**src/rtl/req_arb4_pkg.sv**
```systemverilog
// Shared constants and state encoding for the 4-port round-robin arbiter.
package req_arb4_pkg;

   localparam int unsigned NUM_PORTS = 4;
   localparam int unsigned PTR_W     = 2;

   typedef enum logic {
      ST_EMPTY = 1'b0,
      ST_FULL  = 1'b1
   } state_e;

endpackage

```
**src/rtl/Mux4_RTL.sv**
```systemverilog
// Four-input, p_nbits-wide message multiplexer.
module Mux4_RTL #(
   parameter int unsigned p_nbits = 32
) (
   input  logic [p_nbits-1:0] in0,
   input  logic [p_nbits-1:0] in1,
   input  logic [p_nbits-1:0] in2,
   input  logic [p_nbits-1:0] in3,
   input  logic [1:0]         sel,
   output logic [p_nbits-1:0] out
);

   always_comb begin
      out = in0;
      case (sel)
         2'd0:    out = in0;
         2'd1:    out = in1;
         2'd2:    out = in2;
         2'd3:    out = in3;
         default: out = in0;
      endcase
   end

endmodule

```
**src/rtl/req_arb4.sv**
```systemverilog
// Round-robin arbiter of four val/rdy requesters into a one-entry output buffer.
module req_arb4
   import req_arb4_pkg::*;
#(
   parameter int unsigned p_nbits = 32
) (
   input  logic               clk,
   input  logic               rst,
   input  logic               in0_val,
   input  logic               in1_val,
   input  logic               in2_val,
   input  logic               in3_val,
   output logic               in0_rdy,
   output logic               in1_rdy,
   output logic               in2_rdy,
   output logic               in3_rdy,
   input  logic [p_nbits-1:0] in0_msg,
   input  logic [p_nbits-1:0] in1_msg,
   input  logic [p_nbits-1:0] in2_msg,
   input  logic [p_nbits-1:0] in3_msg,
   output logic               out_val,
   input  logic               out_rdy,
   output logic [p_nbits-1:0] out_msg,
   output logic [1:0]         out_src
);

   state_e               r_state;
   state_e               w_state_next;
   logic [PTR_W-1:0]     r_ptr;
   logic [PTR_W-1:0]     r_src;
   logic [p_nbits-1:0]   r_msg;
   logic [PTR_W-1:0]     w_win;
   logic                 w_any;
   logic                 w_accept_en;
   logic                 w_accept;
   logic [NUM_PORTS-1:0] w_val;
   logic [NUM_PORTS-1:0] w_rdy;
   logic [p_nbits-1:0]   w_win_msg;

   assign w_val = {in3_val, in2_val, in1_val, in0_val};

   // Scan from the highest offset down so the closest requester to ptr wins.
   always_comb begin
      w_any = 1'b0;
      w_win = '0;
      for (int k = NUM_PORTS - 1; k >= 0; k--) begin
         if (w_val[r_ptr + PTR_W'(k)]) begin
            w_any = 1'b1;
            w_win = r_ptr + PTR_W'(k);
         end
      end
   end

   Mux4_RTL #(.p_nbits(p_nbits)) u_win_mux (
      .in0 (in0_msg),
      .in1 (in1_msg),
      .in2 (in2_msg),
      .in3 (in3_msg),
      .sel (w_win),
      .out (w_win_msg)
   );

   always_ff @(posedge clk) begin
      if (rst) r_state <= ST_EMPTY;
      else     r_state <= w_state_next;
   end

   // Next state and grants; a draining buffer can accept a new message in the same cycle.
   always_comb begin
      w_state_next = r_state;
      w_rdy        = '0;
      w_accept_en  = (r_state == ST_EMPTY) || out_rdy;
      w_accept     = w_accept_en && w_any && !rst;
      if (w_accept) w_rdy[w_win] = 1'b1;
      case (r_state)
         ST_EMPTY: if (w_accept) w_state_next = ST_FULL;
         ST_FULL:  if (out_rdy && !w_accept) w_state_next = ST_EMPTY;
         default:  w_state_next = ST_EMPTY;
      endcase
   end

   always_ff @(posedge clk) begin
      if (rst) begin
         r_ptr <= '0;
         r_src <= '0;
         r_msg <= '0;
      end else if (w_accept) begin
         r_ptr <= w_win + PTR_W'(1);
         r_src <= w_win;
         r_msg <= w_win_msg;
      end
   end

   // Outputs are forced idle for the whole reset window, including its first cycle.
   assign out_val = (r_state == ST_FULL) && !rst;
   assign out_msg = rst ? '0 : r_msg;
   assign out_src = rst ? '0 : r_src;
   assign in0_rdy = w_rdy[0];
   assign in1_rdy = w_rdy[1];
   assign in2_rdy = w_rdy[2];
   assign in3_rdy = w_rdy[3];

endmodule

```
**config.mk**
```make
export PLATFORM = sky130hd
export DESIGN_NAME = req_arb4
export DESIGN_NICKNAME = d
export VERILOG_FILES = /design/src/rtl/req_arb4_pkg.sv /design/src/rtl/Mux4_RTL.sv /design/src/rtl/req_arb4.sv
export SDC_FILE = /design/constraint.sdc
export NUM_CORES = 1
export LEC_CHECK = 0
export CORE_ASPECT_RATIO = 1.75
export CORE_UTILIZATION = 40
export CTS_BUF_LIST = sky130_fd_sc_hd__clkbuf_8
export DETAILED_ROUTE_END_ITERATION = 7
export GPL_ROUTABILITY_DRIVEN = 1
export PLACE_DENSITY_LB_ADDON = 0.08
export SLEW_MARGIN = 20
export SYNTH_ARGS = -nofsm -noshare
export SYNTH_HDL_FRONTEND = slang
export SYNTH_SLANG_ARGS = --single-unit
```
**constraint.sdc**
```tcl
create_clock -name clk -period 10.41 [get_ports clk]
set_input_delay 3.123 -clock clk [delete_from_list [all_inputs] [get_ports clk]]
set_output_delay 3.123 -clock clk [all_outputs]
set_load 0.02 [all_outputs]
```
## After elaboration in Yosys (flattened, before gate mapping)

Cells that the tools add are included.
Widths: inputs -> output; s select.

- Register bits after elaboration: 37
- Input port bits: 135
- Output and inout port bits: 39
- Word-level logic and storage cells: 52

- Add/sub/neg operators: 4
- $lt $le $gt $ge: 6
- Equal/unequal tests: 3
- Mux-type cells: 25
- Bitwise logic cells: 1
- Reductions and logical operators: 9

Operators with widths:

| cell | count |
|---|---|
| $pmux 32 s4 | 1 |
| $mux 32 | 1 |
| $lt 2x3->1 const B | 5 |
| $mux 1 | 11 |
| $mux 2 | 5 |
| $bmux 1 s2 | 4 |
| $logic_and 1x1->1 | 5 |
| $add 2x1->2 const B | 2 |
| $add 2x2->2 const B | 2 |
| $eq 2x2->1 const B | 2 |
| $mux 4 | 1 |
| $demux 1 s2 | 1 |
| $eq 2x1->1 const B | 1 |
| $ge 2x1->1 const B | 1 |
| $logic_not 1->1 | 2 |
| $logic_not 2->1 | 1 |
| $pmux 1 s2 | 1 |
| $logic_or 1x1->1 | 1 |
| $not 1->1 | 1 |

## Logic depth before layout (Yosys ltp)

- Depth after elaboration: 13
- Mapped depth: 9

## Hierarchy

Synthesis repeated with hierarchy kept, for this count alone.

- Cells, all modules: 194
- Area, all modules: 2598.7 um^2

By module, submodules not included:

| module | instances | cells an instance | area each (um^2) | sequential area each (um^2) |
|---|---|---|---|---|
| req_arb4 | 1 | 155 | 1784.2 | 740.7 |
| Mux4_RTL | 1 | 39 | 814.5 | 0.0 |

## Worst setup path before layout

Ideal clock, no wire load.

- Path type: input port to output port
- Start: in in3_val
- End: out in1_rdy
- Data arrival time: 4622 ps
- Path slack: 2665 ps
- Stages on the path: 7
- Buffers on the path: 2
- Cell sequence: and2b_2 > o21a_1 > nor3_1 > ha_1 > clkbuf_1 > clkbuf_1 > and2_1

- Longest elaborated chain between the ends: 11
- Elaborated cells between the ends (all ways): 24
- Those cells by class: order compare: 2; mux: 19; reduce/logical: 3

RTL lines:

| item | RTL line | text |
|---|---|---|
| start, declared | req_arb4.sv:12 | `input logic in3_val,` |
| $bmux 1 s2 | req_arb4.sv:47 | `if (w_val[r_ptr + PTR_W'(k)]) begin` |
| $mux 1 (implied by the code) | req_arb4.sv:47 |  |
| $mux 2 (3 in series) | req_arb4.sv:47 |  |
| $mux 2 (*) | req_arb4.sv:47 |  |
| net u_win_mux.sel[0] | Mux4_RTL.sv:9 | `input logic [1:0] sel,` |
| $lt 2x3->1 (implied by the code) / $ge 2x1->1 (equally long branches) | req_arb4.sv:74 | `if (w_accept) w_rdy[w_win] = 1'b1;` |
| $logic_and 1x1->1 (implied by the code) | req_arb4.sv:74 |  |
| $mux 1 (implied by the code) | req_arb4.sv:74 |  |
| $demux 1 s2 (*) | req_arb4.sv:74 |  |
| $mux 4 (*) | req_arb4.sv:74 |  |
| end, declared | req_arb4.sv:14 | `output logic in1_rdy,` |

The timed path passes the listed nets; every way through them passes the cells marked *. The select of a mux whose other input is x is not followed.

## Worst setup path in the final report

- Start: in in1_val
- End: out in1_rdy

- Longest elaborated chain between the ends: 11
- Elaborated cells between the ends (all ways): 24
- Those cells by class: order compare: 2; mux: 19; reduce/logical: 3

RTL lines:

| item | RTL line | text |
|---|---|---|
| start, declared | req_arb4.sv:10 | `input logic in1_val,` |
| $bmux 1 s2 | req_arb4.sv:47 |  |
| $mux 1 (implied by the code) | req_arb4.sv:47 |  |
| $mux 2 (4 in series) | req_arb4.sv:47 |  |
| $lt 2x3->1 (implied by the code) / $ge 2x1->1 (equally long branches) | req_arb4.sv:74 |  |
| $logic_and 1x1->1 (implied by the code) | req_arb4.sv:74 |  |
| $mux 1 (implied by the code) | req_arb4.sv:74 |  |
| $demux 1 s2 | req_arb4.sv:74 |  |
| $mux 4 (*) | req_arb4.sv:74 |  |

Every way passes the cells marked *; elsewhere a longest branch is shown, timed or not. The select of a mux whose other input is x is not followed.

==> summary.txt <==
Resized Gates After CTS: 0
combinational power share: 0.490
dominant cell type by area after synthesis: dfxtp_1
Post-Syn Area: 2643 sq um
die width: 63.44 um
vias per cell: 5.194
worst slack, placed: 1.557 ns
R2R Setup Slk: 7.73 ns
worst hold stages: 2
Total GRT Usage: 0.2378
FF+latch count, synth: 37
CTS Buf Count: 5
Post-DRT Antenna Nets: 0
final WL: 8163 um
P_sw: 196.7 uW
top-area cell type share of the netlist area: 0.2803
Starting Density: 0.4211
PwrDens: 141.3 nW/um^2
CP max stage delay: 0.60 ns
post-synthesis sequential area ratio: 0.2803
GRT met2 Usage: 0.4757
maximum VDD drop: 0.1192 mV
RR Endpoint: r_msg[22]
share of cells above drive strength 1: 0.1186
most frequent cells in the layout: 173 x clkdlybuf4s50_1, 37 x inv_1, 37 x dfxtp_1, 32 x a222oi_1, 32 x mux2i_1
root buffer cell: clkbuf_8
final setup TNS: 0 ns
clock network power share: 0.228
FF-to-FF Start: r_ptr[1]
DR pass1 iterations: 7
IO Port Bufs: 173
Net Sw Frac: 0.3072
critical path required time: 7.29 ns
most common cell after layout, fill and taps aside: clkdlybuf4s50_1
Mean Syn Cell Area: 9.860 sq um
GR Layer Usage met1: 0.2367
nets: 569
R2R depth: 6
status: complete, no violations
HP Class: reg2reg
Worst setup EP type: primary output
first-pass GRT wire length: 12,940 um
DR vias: 2,649
Final setup viols: 0
Final Util: 0.7219
largest cells by area after synthesis: dfxtp_1 28%, mux2_4 15%, a222oi_1 12%
GR Overflow Total: 0
RSZ-0062 raised after global routing: false
GR Util met3: 0.04253
Fmax: 0.1125 GHz
Seq pwr share: 0.282
Fillers: 525
Fin Clk Skew: 0.007009 ns
CP Cell Sequence: clkdlybuf4s50_1 -> nor2b_1 -> a211oi_1 -> or2_2 -> ha_1 -> buf_4 -> and2_1 -> clkdlybuf4s50_1
placed insts: 502
Clock transition at path regs: 0.07 ns
Hold Buf Count CTS: 0
core box area: 6276 sq um
Bufs on Longest Clock Path: 2
Hold Path Origin: r_src[1]
number of diodes: 0
worst-margin pin slew: 1.043 ns
CTS tree: done
Worst-Skew Late Latency: 0.28 ns
max_cap viols: 0
Remaining DRCs: 0
CP Class: in2out
Post-Syn Instances: 268
P&R area growth vs syn: 71.45%
post-layout min period: 8.887 ns
wire per inst: 16.01 um
grt peak-use layer: met2
io pins: 174
Worst setup SP type: primary input
final worst slack: 1.523 ns
YS warnings: 0
P_int: 443.6 uW
Row Count: 38
critical path fanouts, max: 33
H-tree depth: 2
Final Cycle Share: 0.8537
crit path DAT: 5.76 ns
total setup buffers inserted after CTS: 0
static leakage: 1.977 nW
clock sink total: 37
Endpoint, Worst Hold: r_src[1]
Setup crit start: in1_val
Placer Congestion: 0.8184
pins over their slew limit: 0
DR iter-0 viols: 165
post-route insts no fill: 510
initial antenna violation count: 0
Mapped Nets: 408
most frequent CP cell: clkdlybuf4s50_1
slew margin rel.: 0.3046
distinct cell type count after synthesis: 31
Post-DP HPWL: 6064 um
Hold Fails Final Rpt: 0
Die Area: 6948 sq um
vias in the first global route: 2,748
die span in y: 109.5 um
CP max-delay cell: clkdlybuf4s50_1
largest net degree at the start of global routing: 40
-- power by group through the flow --
stage	logic [mW]	clock network [mW]	registers, mW
global placement	0.310	0	0.182
floorplan	0.195	0	0.180
global route	0.337	0.154	0.183
detailed placement	0.315	0	0.184
finish	0.314	0.146	0.180
CTS	0.316	0.149	0.181
-- through the flow --
step,hold WS [ns],power (mW),instance area [sq um]
floorplan,0.4623,0.3752,2643
global placement,0.5309,0.4926,4397
detailed placement,0.5272,0.4984,4397
CTS,0.5357,0.6460,4531
global route,0.5538,0.6742,4531
finish,0.5296,0.6402,4531
-- synthesized netlist by cell type (all sizes together) --
master,count
a21oi,3
o31ai,2
nor4b,1
nor3,2
a222oi,32
dfxtp,37
mux2i,32
or3,1
o211ai,4
nor4,1
nand2,1
o21ai,1
ha,5
a211oi,1
a2111oi,1
nor2,3
o41ai,1
or2,1
clkbuf,17
and2b,19
and2,4
nor2b,20
buf,7
mux2,32
nand2b,2
o21a,1
inv,37
-- worst max path at each step --
stage               endpoint  cells past startpoint
global route         in1_rdy                      8
finish               in1_rdy                      8
floorplan            in1_rdy                      7
detailed placement   in1_rdy                      8
CTS                  in1_rdy                      8
global placement     in1_rdy                      8
-- routing by layer --
| layer | wire length (um) | share of wire |
|---|---|---|
| met3 | 489 | 0.060 |
| met2 | 4624 | 0.57 |
| met4 | 128 | 0.016 |
| met1 | 2920 | 0.36 |
| met5 | 0 | 0 |
-- registers in the layout, indices dropped and copies added (netlist names) --
signal   flops
r_src        2
r_msg       32
r_state      1
r_ptr        2
-- final cells by class --
| cell class | instances | area (sq um) | area share |
|---|---|---|---|
| Timing Repair Buffer | 178 | 1769 | 0.3905 |
| Sequential cell | 37 | 740.7 | 0.1635 |
| Clock inverter | 3 | 65.06 | 0.01436 |
| Clock buffer | 5 | 68.82 | 0.01519 |
| Multi-Input combinational cell | 170 | 1648 | 0.3637 |
| Inverter | 37 | 138.9 | 0.03065 |
| Tap cell | 80 | 100.1 | 0.02209 |
-- cell families after synthesis --
logic type	after synthesis	synth area share
AOI/OAI and AO/OA	46	0.1581
adders and majority gates	5	0.02367
muxes	64	0.2945
DFF	37	0.2803
and+or+nand+nor	55	0.1463
buffers and inverters	61	0.09706
-- critical path, delay by kind of cell --
kind,cells,cell delay (ns)
and+or+nand+nor,3,0.52
AOI/OAI and AO/OA,1,0.43
buffers and inverters,3,1.55
adders and majority gates,1,0.14
Power figures use the tool's default switching activity.
